**src/rtl/mem_fu_scheduler.sv**
```systemverilog
// Two-port round-robin scheduler feeding a single memory functional unit.
// One operation in flight at a time: IDLE -> ISSUE -> WAIT -> DONE -> IDLE.
module mem_fu_scheduler #(
  parameter int TAG_W   = 5,
  parameter int TIMEOUT = 8
) (
  input  logic             clk,
  input  logic             rst,
  input  logic             req0,
  input  logic             req1,
  input  logic             mem_w0,
  input  logic             mem_w1,
  input  logic [2:0]       bhw0,
  input  logic [2:0]       bhw1,
  input  logic [31:0]      rs1_0,
  input  logic [31:0]      rs1_1,
  input  logic [31:0]      rs2_0,
  input  logic [31:0]      rs2_1,
  input  logic [31:0]      imm0,
  input  logic [31:0]      imm1,
  input  logic [TAG_W-1:0] tag0,
  input  logic [TAG_W-1:0] tag1,
  output logic             ack0,
  output logic             ack1,
  output logic             fu_en,
  output logic             fu_mem_w,
  output logic [2:0]       fu_bhw,
  output logic [31:0]      fu_rs1,
  output logic [31:0]      fu_rs2,
  output logic [31:0]      fu_imm,
  input  logic             fu_finish,
  input  logic [31:0]      fu_data,
  output logic             res_valid,
  output logic [TAG_W-1:0] res_tag,
  output logic             res_src,
  output logic [31:0]      res_data,
  output logic             res_err,
  output logic             busy
);

  typedef enum logic [1:0] {
    S_IDLE  = 2'd0,
    S_ISSUE = 2'd1,
    S_WAIT  = 2'd2,
    S_DONE  = 2'd3
  } state_t;

  state_t           state, state_nx;
  logic             prio;
  logic [7:0]       cnt;
  logic             any_req;
  logic             win;
  logic             grant;
  logic             timeout_hit;
  logic [TAG_W-1:0] tag_q;
  logic             src_q;

  always_comb begin
    any_req     = req0 | req1;
    // With both ports requesting the pointer decides; otherwise the lone requester wins.
    win         = (req0 & req1) ? prio : req1;
    grant       = (state == S_IDLE) & any_req & ~rst;
    timeout_hit = (cnt == 8'(TIMEOUT - 1));
  end

  always_ff @(posedge clk or posedge rst) begin
    if (rst) state <= S_IDLE;
    else     state <= state_nx;
  end

  always_comb begin
    state_nx = state;
    unique case (state)
      S_IDLE:  if (any_req) state_nx = S_ISSUE;
      S_ISSUE: state_nx = S_WAIT;
      S_WAIT:  if (fu_finish || timeout_hit) state_nx = S_DONE;
      S_DONE:  state_nx = S_IDLE;
      default: state_nx = S_IDLE;
    endcase
  end

  always_ff @(posedge clk or posedge rst) begin
    if (rst) begin
      prio     <= 1'b0;
      cnt      <= '0;
      fu_mem_w <= 1'b0;
      fu_bhw   <= '0;
      fu_rs1   <= '0;
      fu_rs2   <= '0;
      fu_imm   <= '0;
      tag_q    <= '0;
      src_q    <= 1'b0;
      res_data <= '0;
      res_err  <= 1'b0;
    end else begin
      unique case (state)
        S_IDLE: begin
          if (any_req) begin
            prio     <= ~win;
            src_q    <= win;
            fu_mem_w <= win ? mem_w1 : mem_w0;
            fu_bhw   <= win ? bhw1   : bhw0;
            fu_rs1   <= win ? rs1_1  : rs1_0;
            fu_rs2   <= win ? rs2_1  : rs2_0;
            fu_imm   <= win ? imm1   : imm0;
            tag_q    <= win ? tag1   : tag0;
            res_data <= '0;
            res_err  <= 1'b0;
          end
        end
        S_ISSUE: cnt <= '0;
        S_WAIT: begin
          cnt <= cnt + 8'd1;
          if (fu_finish) begin
            res_data <= fu_mem_w ? '0 : fu_data;
            res_err  <= 1'b0;
          end else if (timeout_hit) begin
            res_data <= '0;
            res_err  <= 1'b1;
          end
        end
        default: ;
      endcase
    end
  end

  assign ack0      = grant & ~win;
  assign ack1      = grant & win;
  assign fu_en     = (state == S_ISSUE);
  assign res_valid = (state == S_DONE);
  assign res_tag   = tag_q;
  assign res_src   = src_q;
  assign busy      = (state != S_IDLE);

endmodule

```
**config.mk**
```make
export PLATFORM = sky130hd
export DESIGN_NAME = mem_fu_scheduler
export DESIGN_NICKNAME = d
export VERILOG_FILES = /design/src/rtl/mem_fu_scheduler.sv
export SDC_FILE = /design/constraint.sdc
export NUM_CORES = 1
export LEC_CHECK = 0
export ABC_AREA = 1
export CORE_MARGIN = 8
export CORE_UTILIZATION = 36
export CTS_BUF_LIST = sky130_fd_sc_hd__clkbuf_4
export CTS_CLUSTER_SIZE = 12
export DETAILED_ROUTE_END_ITERATION = 6
export PLACE_DENSITY_LB_ADDON = 0.05
export SLEW_MARGIN = 30
export SYNTH_ARGS = -nofsm -noshare
export SYNTH_HDL_FRONTEND = slang
export SYNTH_SLANG_ARGS = --single-unit
```
**constraint.sdc**
```tcl
create_clock -name clk -period 5.2 [get_ports clk]
set_clock_uncertainty 0.2 [all_clocks]
set_input_delay 1.04 -clock clk [delete_from_list [all_inputs] [get_ports clk]]
set_output_delay 1.04 -clock clk [all_outputs]
set_load 0.02 [all_outputs]
```
# After elaboration in Yosys (flattened, before gate mapping)

Cells that the tools add are included.

Register bits after elaboration: 150
Input bits: 247
Output and inout bits: 144

Add/sub/neg operators: 1
Equal/unequal tests: 7
Muxes and demuxes: 20
Bitwise gates (word level): 8
Reduce and logical (&&, ||, !) cells: 8

Operators by type and width:

| operator                                                        | count |
|---|---|
| 32-bit two-way mux                                              | 7 |
| 32-bit case mux with 2 select lines                             | 1 |
| 8-bit case mux with 2 select lines                              | 1 |
| 8-bit by 1-bit adder with 8-bit output, second input constant   | 1 |
| 8-bit by 3-bit == test with 1-bit output, second input constant | 1 |
| 2-bit case mux with 4 select lines                              | 1 |
| 2-bit nonzero test                                              | 3 |
| 1-bit bitwise AND                                               | 5 |
| 1-bit two-way mux                                               | 5 |
| 5-bit two-way mux                                               | 1 |
| 2-bit == test, second input constant                            | 2 |
| 2-bit two-way mux                                               | 2 |
| 2-bit inequality test, second input constant                    | 2 |
| 2-bit AND reduction                                             | 2 |
| 3-bit two-way mux                                               | 1 |
| 3-bit inequality test, second input constant                    | 1 |
| 3-bit AND reduction                                             | 1 |
| 2-bit by 1-bit == test with 1-bit output, second input constant | 1 |
| 2-bit logical NOT                                               | 1 |
| 1-bit NOT                                                       | 2 |
| 1-bit case mux with 2 select lines                              | 1 |
| 1-bit logical OR                                                | 1 |
| 1-bit bitwise OR                                                | 1 |

# Longest topological paths before layout

Gate-level depths: netlist (run 1).

Depth after elaboration: 4
Mapped depth: 10
Gate-level depth less buffers: 8

# Worst setup path after synthesis (run 1)

Ideal clock, no wire load.

Path type: input port to output port
From: input port req0
To: output port ack0
Data arrival time: 1.968 ns
Required time: 3.960 ns
Path slack: 1.992 ns
Cell stages on the path: 4
Buffers on the path: 2
Cell sequence: o21ai_1 buf_2 clkbuf_1 nor3_1

Word-level cells in the longest chain between the ends: 4

Ends and longest elaborated chain:

| item                                                   | line    | text |
|---|---|---|
| from (decl)                                            | 9       | `input logic req0,` |
| 1-bit bitwise OR or 1-bit bitwise AND (tied branches)  | 59, 61  |  |
| 1-bit bitwise AND or 1-bit two-way mux (tied branches) | 62, 61  |  |
| 1-bit bitwise AND or 1-bit NOT (tied branches)         | 62, 127 |  |
| 1-bit bitwise AND *                                    | 127     | `assign ack0 = grant & ~win;` |
| to (decl)                                              | 23      | `output logic ack0,` |

Mark *: on every way between the ends. The rest lies on a longest branch, timed or not.

# Worst setup path in the final report (run 1)

From: input port req1
To: output port ack1

Word-level cells in the longest chain between the ends: 4

Ends and longest elaborated chain:

| item                           | line | text |
|---|---|---|
| from (decl)                    | 10   | `input logic req1,` |
| 1-bit bitwise OR               | 59   | `any_req = req0 \| req1;` |
| 1-bit bitwise AND (2 in a row) | 62   | `grant = (state == S_IDLE) & any_req & ~rst;` |
| 1-bit bitwise AND *            | 128  | `assign ack1 = grant & win;` |
| to (decl)                      | 24   | `output logic ack1,` |

Marks and branches as above.

==> results.md, run 1 <==
- Boundary pin count: 391
- FMAX: 0.251 GHz
- VDD IR max: 0.373 mV
- Leak pwr: 5.05 nW
- Seq/Total Area, Yosys: 54.8%
- Die W: 154 um
- Final WL: 27.9 mm
- Met3 WL: 2.76 mm
- Clock Latency Late Sink: 0.54 ns
- Root Driver: clkbuf_4
- CTS Buf Count: 17
- Synth Area per Inst: 7.90 um2
- Final period util: 76.5%
- Worst hold path type: reg -> reg
- Layout cell share with drive strength beyond 1: 3.61%
- Post-Syn Instances: 867
- DR top layer: met5
- Antenna viol nets, final: 0
- Met2 WL: 13.5 mm
- Per-cell routed wire length: 18.8 um
- Setup CP Type: in -> out
- Sink Count: 150
- DRC: 0
- PwrDens: 546 mW/mm2
- GRT Total Usage: 23.3%
- Final hold violations: 0
- Post-DP HPWL: 20.4 mm
- Slew Limit Headroom: 38.7%
- Largest net degree at the start of global routing: 101
- DR iter-0 viols: 399
- CTS tree: yes
- Vias in the first global route: 7127
- Max-cap viol count: 0
- Slowest cell delay on critical path: 0.61 ns
- Cell repeated most along the worst path: clkdlybuf4s50_1
- CP Max Fanout: 3
- RSZ-0062 raised after global routing: false
- Critical path's slowest cell: clkdlybuf4s50_1
- Row count: 50
- Die footprint: 0.0237 mm2
- Drt first pass iters: 5
- Die Y: 154 um
- Synth warn: 0
- Worst Max-Slew Pin Slew: 0.920 ns
- CP startpoint kind: input pin
- CP bufs+invs: 2
- Number of synthesized register bits: 150
- Crit path required time: 3.96 ns
- Clk slew on worst S/H paths: 0.12 ns
- Status: complete, no violations
- # Post-CTS Setup Buffers: 0
- Post-synth cell types: 25
- First-pass GRT wire length: 42.8 mm
- H-tree Lvls: 4
- Final setup viols: 0
- Final setup TNS: 0 ns
- Synthesized net count: 1120
- CTS Hold Bufs: 0
- Post-Synthesis Cell Area: 0.00685 mm2
- Initial core utilization: 36.6%
- Top Family by Delay on Critical Path: buffers and inverters
- Pre-CTS setup slack: 1.24 ns
- Initial antenna violation count: 8
- Tmin final: 3.98 ns
- GPL Wtd Cong: 0.829
- Max Transition Viols Final: 0
- Nets: 1487
- Area delta synth->final: 63.7%
- CP cell instances: clkdlybuf4s50_1 > a21boi_4 > nand2_2 > nor2_1 > clkdlybuf4s50_1
- Crit path capture type: output port
- Overflow after GRT: 0
- Core Area: 0.0187 mm2
- Metal1 wirelength: 11.1 mm
- CTS max path bufs: 2
- Post-CTS sizing: 0
- Drt via density: 4.85
- IO Port Bufs: 390
- Vias: 7208
- Critical Path AT: 2.74 ns
- Worst setup margin: 1.22 ns
[where the power goes]
| part | total (mW) | switching, mW | internal (mW) |
|---|---|---|---|
| clock network | 0.793 | 0.426 | 0.367 |
| registers | 1.94 | 0.275 | 1.67 |
| logic | 3.38 | 1.96 | 1.42 |
| total | 6.12 | 2.66 | 3.46 |
[synthesized netlist by cell type]
master	count	area, um2
nand2_1	430	1610
dfrtp_1	150	3750
nand3_1	113	566
nor2_1	47	176
nand4_1	31	194
clkbuf_1	22	82.6
buf_2	21	105
inv_1	14	52.6
ha_1	6	75.1
a21oi_1	5	25.0
buf_6	5	56.3
nor3_1	5	25.0
buf_1	3	11.3
o21ai_0	3	15.0
buf_4	2	15.0
a21boi_4	1	18.8
clkinv_1	1	3.75
inv_2	1	3.75
nand2_2	1	6.26
nand3_2	1	10.0
nor2_4	1	11.3
nor3b_1	1	7.51
o21ai_1	1	5.00
o21ai_2	1	8.76
o21bai_1	1	7.51
[state kept, by name (all words and copies together), names as in the netlist, 2 cells and up]
name / count
cnt: 8
fu_bhw: 3
fu_imm: 32
fu_rs1: 32
fu_rs2: 32
res_data: 32
res_tag: 5
state: 2
[cell type report]
class                   instances  area [um2]
clock inverters                14         165
clock buffers                  17         128
repair buffers                401        4010
multi-input cells             648        2780
diodes                          7        17.5
flip-flops and latches        150        3750
fillers                      1700        7490
inverters                      16        66.3
well taps                     234         293
[worst register-to-register path, stage by stage (launching register included)]
cell and delay, ns:
dfrtp_1 0.44, inv_1 0.13, ha_1 0.38, inv_1 0.12
nand2_1 0.08, buf_4 0.34, nand3_2 0.66, nand2_1 0.25
nand2_1 0.07
[final timing paths]
kind	start	end	slack, ns	cells after the start
max	req1	ack1	1.22	5
max reg2reg	state[0]	res_data[23]	2.43	8
max in group asynchronous	rst	cnt[2]	3.02	3
min in group asynchronous	rst	fu_rs1[12]	0.82	2
min reg2reg	res_data[28]	res_data[28]	0.28	2
min	res_data[28]	res_data[28]	0.28	2
[cell usage in the layout (no fill, tap or decap), drive strengths merged]
cell type      instances
nand2                431
clkdlybuf4s50        390
dfrtp                150
nand3                114
nor2                  48
nand4                 31
clkbuf                17
inv                   14
buf                   11
clkinv                10
diode                  7
ha                     6
nor3                   5
a21oi                  5
o21ai                  5
bufinv                 4
clkinvlp               2
a21boi                 1
nor3b                  1
o21bai                 1
[kinds of logic (layout without fill, tap and decap cells)]
logic type               after synthesis  count (layout)  synth area share [%]
flip-flops                           150             150                  54.8
other                                  0               7                     0
AO/OA/AOI/OAI                         12              12                  1.17
buffers and inverters                 69             448                  4.82
adder cells (fa/ha/maj)                6               6                  1.10
AND/OR/NAND/NOR                      630             630                  38.1
[layer usage]
metal / vias up / track usage [%]
met5: - / 0
met3: 30 / 9.56
met2: 291 / 37.0
met4: 2 / 8.59
met1: 3383 / 27.9
li1: 3502 / -
[per-stage QoR]
stage / cells / cell area (um2) / util (%) / total power, mW / hold WS, ns
floorplan: 867 / 6850 / - / 3.74 / 0.269
global placement: 1449 / 10900 / 58.3 / 5.35 / 0.254
detailed placement: 1449 / 10900 / 58.3 / 5.38 / 0.257
CTS: 1480 / 11200 / 59.8 / 6.19 / 0.288
global route: 1487 / 11200 / 59.9 / 6.52 / 0.312
finish: 1487 / 11200 / 59.9 / 6.12 / 0.280
Note: power is estimated with default switching activity, not from simulation.
==> inputs of run 2 (changes only) <==
--- a/config.mk
+++ b/config.mk
@@ -6,11 +6,11 @@
 export NUM_CORES = 1
 export LEC_CHECK = 0
 export ABC_AREA = 1
-export CORE_MARGIN = 8
-export CORE_UTILIZATION = 36
+export CORE_AREA = 8 8 144 146
 export CTS_BUF_LIST = sky130_fd_sc_hd__clkbuf_4
 export CTS_CLUSTER_SIZE = 12
 export DETAILED_ROUTE_END_ITERATION = 6
+export DIE_AREA = 0 0 152 154
 export PLACE_DENSITY_LB_ADDON = 0.05
 export SLEW_MARGIN = 30
 export SYNTH_ARGS = -nofsm -noshare
==> constraint.sdc (replaced) <==
create_clock -name clk -period 4 [get_ports clk]
set_clock_uncertainty 0.2 [all_clocks]
set_input_delay 0.8 -clock clk [delete_from_list [all_inputs] [get_ports clk]]
set_output_delay 0.8 -clock clk [all_outputs]
set_load 0.02 [all_outputs]
==> run 2 against run 1 <==
Compared with the run above: combinational power rose by 30%; flip-flop and latch count did not move; die area fell by 1.2%; critical path type unchanged; critical endpoint is now ack0.
==> results.md, run 2 (synthesized netlist as in run 1, its figures left out) <==
- DRC: 0 (unchanged)
- Core Area: 0.0185 mm2 (-1.3%)
- Worst hold path type: reg -> reg
- Fillers: 1642 (-3.4%)
- Sequential power share: 32.0% (+0.2 points)
- Vias in the first global route: 7318 (+2.7%)
- Most frequent cells in the layout: 429 x nand2_1, 390 x clkdlybuf4s50_1, 150 x dfrtp_1
- Switching component of the power: 3.46 mW (+30%)
- Largest net degree at the start of global routing: 78 (-23%)
- Worst Max-Slew Pin Slew: 0.853 ns (-0.0666 ns)
- Die Y: 154 um (about the same)
- CP bufs+invs: 2 (unchanged)
- Critical path's slowest cell: clkdlybuf4s50_1
- CP cell instances: clkdlybuf4s50_1 > o21ai_4 > nor3_1 > clkdlybuf4s50_1
- Post-CTS sizing: 0 (unchanged)
- Antenna viol nets, final: 0 (unchanged)
- Worst setup margin: 0.401 ns (-0.821 ns)
- # Post-CTS Setup Buffers: 0 (unchanged)
- CTS Hold Bufs: 0 (unchanged)
- Setup CP Type: in -> out
- Clk slew on worst S/H paths: 0.12 ns (about the same)
- Initial antenna violation count: 2 (-6)
- H-tree Lvls: 4 (unchanged)
- Status: complete, no violations
- Crit path capture type: output port
- CTS max path bufs: 2 (unchanged)
- Final period util: 90.0%
- DR iter-0 viols: 393 (-1.5%)
- Final setup TNS: 0 ns (unchanged)
- Boundary pin count: 391 (unchanged)
- Finished Core Util: 60.9% (+0.97 points)
- RSZ-0062 raised after global routing: false
- Die W: 152 um (-1.3%)
- CTS Buf Count: 17 (unchanged)
- Final WL: 27.7 mm (-0.62%)
- Vias: 7207 (-0.014%)
- Tmin final: 3.60 ns
- Slowest cell delay on critical path: 0.70 ns (+0.09 ns)
- Drt first pass iters: 5 (unchanged)
- CP Max Fanout: 3 (unchanged)
- Cell repeated most along the worst path: clkdlybuf4s50_1
- Critical Path AT: 2.60 ns (-0.14 ns)
- FMAX: 0.278 GHz
- Clock Latency Late Sink: 0.54 ns (about the same)
- Layout cell share with drive strength beyond 1: 4.16% (+0.55 points)
- Area delta synth->final: 64.1%
- First-pass GRT wire length: 43.5 mm (+1.5%)
- VDD IR max: 0.346 mV (-7.2%)
- Drt via density: 4.85 (about the same)
- Top Family by Delay on Critical Path: buffers and inverters
- Nets: 1491 (+0.27%)
- Post-DP HPWL: 20.9 mm (+2.8%)
- Root Driver: clkbuf_4
- Multi-input logic area: 0.00278 mm2 (unchanged)
- Initial core utilization: 37.1% (+0.50 points)
- IO Port Bufs: 390 (unchanged)
- Switching Fraction: 43.6% (+0.10 points)
- Slew Limit Headroom: 43.1% (+4.4 points)
- Leak pwr: 5.07 nW (+0.51%)
- GPL Wtd Cong: 0.831 (+0.24%)
- Crit path required time: 3.00 ns (-0.96 ns)
- Final hold violations: 0 (unchanged)
- Final setup viols: 0 (unchanged)
- Row count: 50 (unchanged)
- Per-cell routed wire length: 18.7 um (-0.62%)
- Pre-CTS setup slack: 0.364 ns (-0.874 ns)
- Max Transition Viols Final: 0 (unchanged)
- Sink Count: 150 (unchanged)
- Power share of the combinational group: 55.7% (+0.4 points)
- Max-cap viol count: 0 (unchanged)
- CP startpoint kind: input pin
- GRT Total Usage: 23.9% (+0.57 points)
- CTS tree: yes
- Most common cell after layout, fill and taps aside: nand2_1
- Seq. cell area: 0.00375 mm2 (unchanged)
- PwrDens: 705 mW/mm2 (+29%)
- Overflow after GRT: 0 (unchanged)
- Int Pwr: 4.47 mW (+29%)
- Die footprint: 0.0234 mm2 (-1.2%)
- Clock share of power: 12.3% (-0.7 points)
==> run 2: changes by cell type in the layout (fill, tap and decap cells not counted), moves of 2 or more <==
cell	before	now
buf_4	9	11
buf_12	2	4
clkinv_2	3	6
clkbuf_4	17	19
clkinv_1	7	5
diode_2	7	2
==> run 2: worst reg2reg max path, stage by stage (launching register included) <==
cell and delay (ns):
dfrtp_1 0.42, inv_1 0.10, ha_1 0.30, o21ai_4 0.09, buf_4 0.35, buf_4 0.78
nand2_1 0.15, nand3_1 0.12
==> run 2: through the flow <==
| stage | hold WS, ns | instance area (um2) | power [mW] | std cells |
|---|---|---|---|---|
| final | 0.284 | 11200 | 7.93 | 1487 |
| after global routing | 0.304 | 11200 | 8.50 | 1487 |
| after CTS | 0.287 | 11200 | 8.04 | 1485 |
| after detailed placement | 0.257 | 11000 | 7.03 | 1453 |
| after global placement | 0.253 | 11000 | 6.99 | 1453 |
| after floorplan | 0.269 | 6850 | 4.87 | 867 |
==> run 2: cell type report <==
class,count,share of cell area (%)
clock buffer,19,1.27
timing repair buffer,405,36.2
antenna,2,0.0445
inverter,16,0.579
clock inverter,13,1.22
tap,234,2.60
multi-input combinational,648,24.7
sequential,150,33.4
==> run 2: worst paths after layout <==
| kind | slack (ns) | cells after the start | end | start |
|---|---|---|---|---|
| min in group asynchronous | 0.57 | 2 | fu_rs2[29] | rst |
| setup reg to reg | 1.45 | 7 | fu_rs2[4] | state[0] |
| hold reg to reg | 0.28 | 2 | res_data[7] | res_data[7] |
| hold / removal | 0.28 | 2 | res_data[7] | res_data[7] |
| max in group asynchronous | 2.19 | 3 | res_err | rst |
| setup / recovery | 0.40 | 4 | ack0 | req0 |
==> run 2: power groups by stage <==
stage / combinational (mW) / sequential, mW / clock (mW)
after floorplan: 1.57 / 3.29 / 0
after global placement: 4.46 / 2.54 / 0
after detailed placement: 4.48 / 2.55 / 0
after CTS: 4.49 / 2.53 / 1.01
after global routing: 4.81 / 2.61 / 1.08
final: 4.41 / 2.53 / 0.978
==> run 2: layer usage <==
layer | routed length [um] | up-vias | track usage (%) | part of all wire [%]
li1 | - | 3506 | - | -
met2 | 13500 | 306 | 39.9 | 49
met5 | 0 | - | 0 | 0
met3 | 2430 | 31 | 9.42 | 8.8
met1 | 11100 | 3364 | 27.5 | 40
met4 | 694 | 0 | 8.33 | 2.5
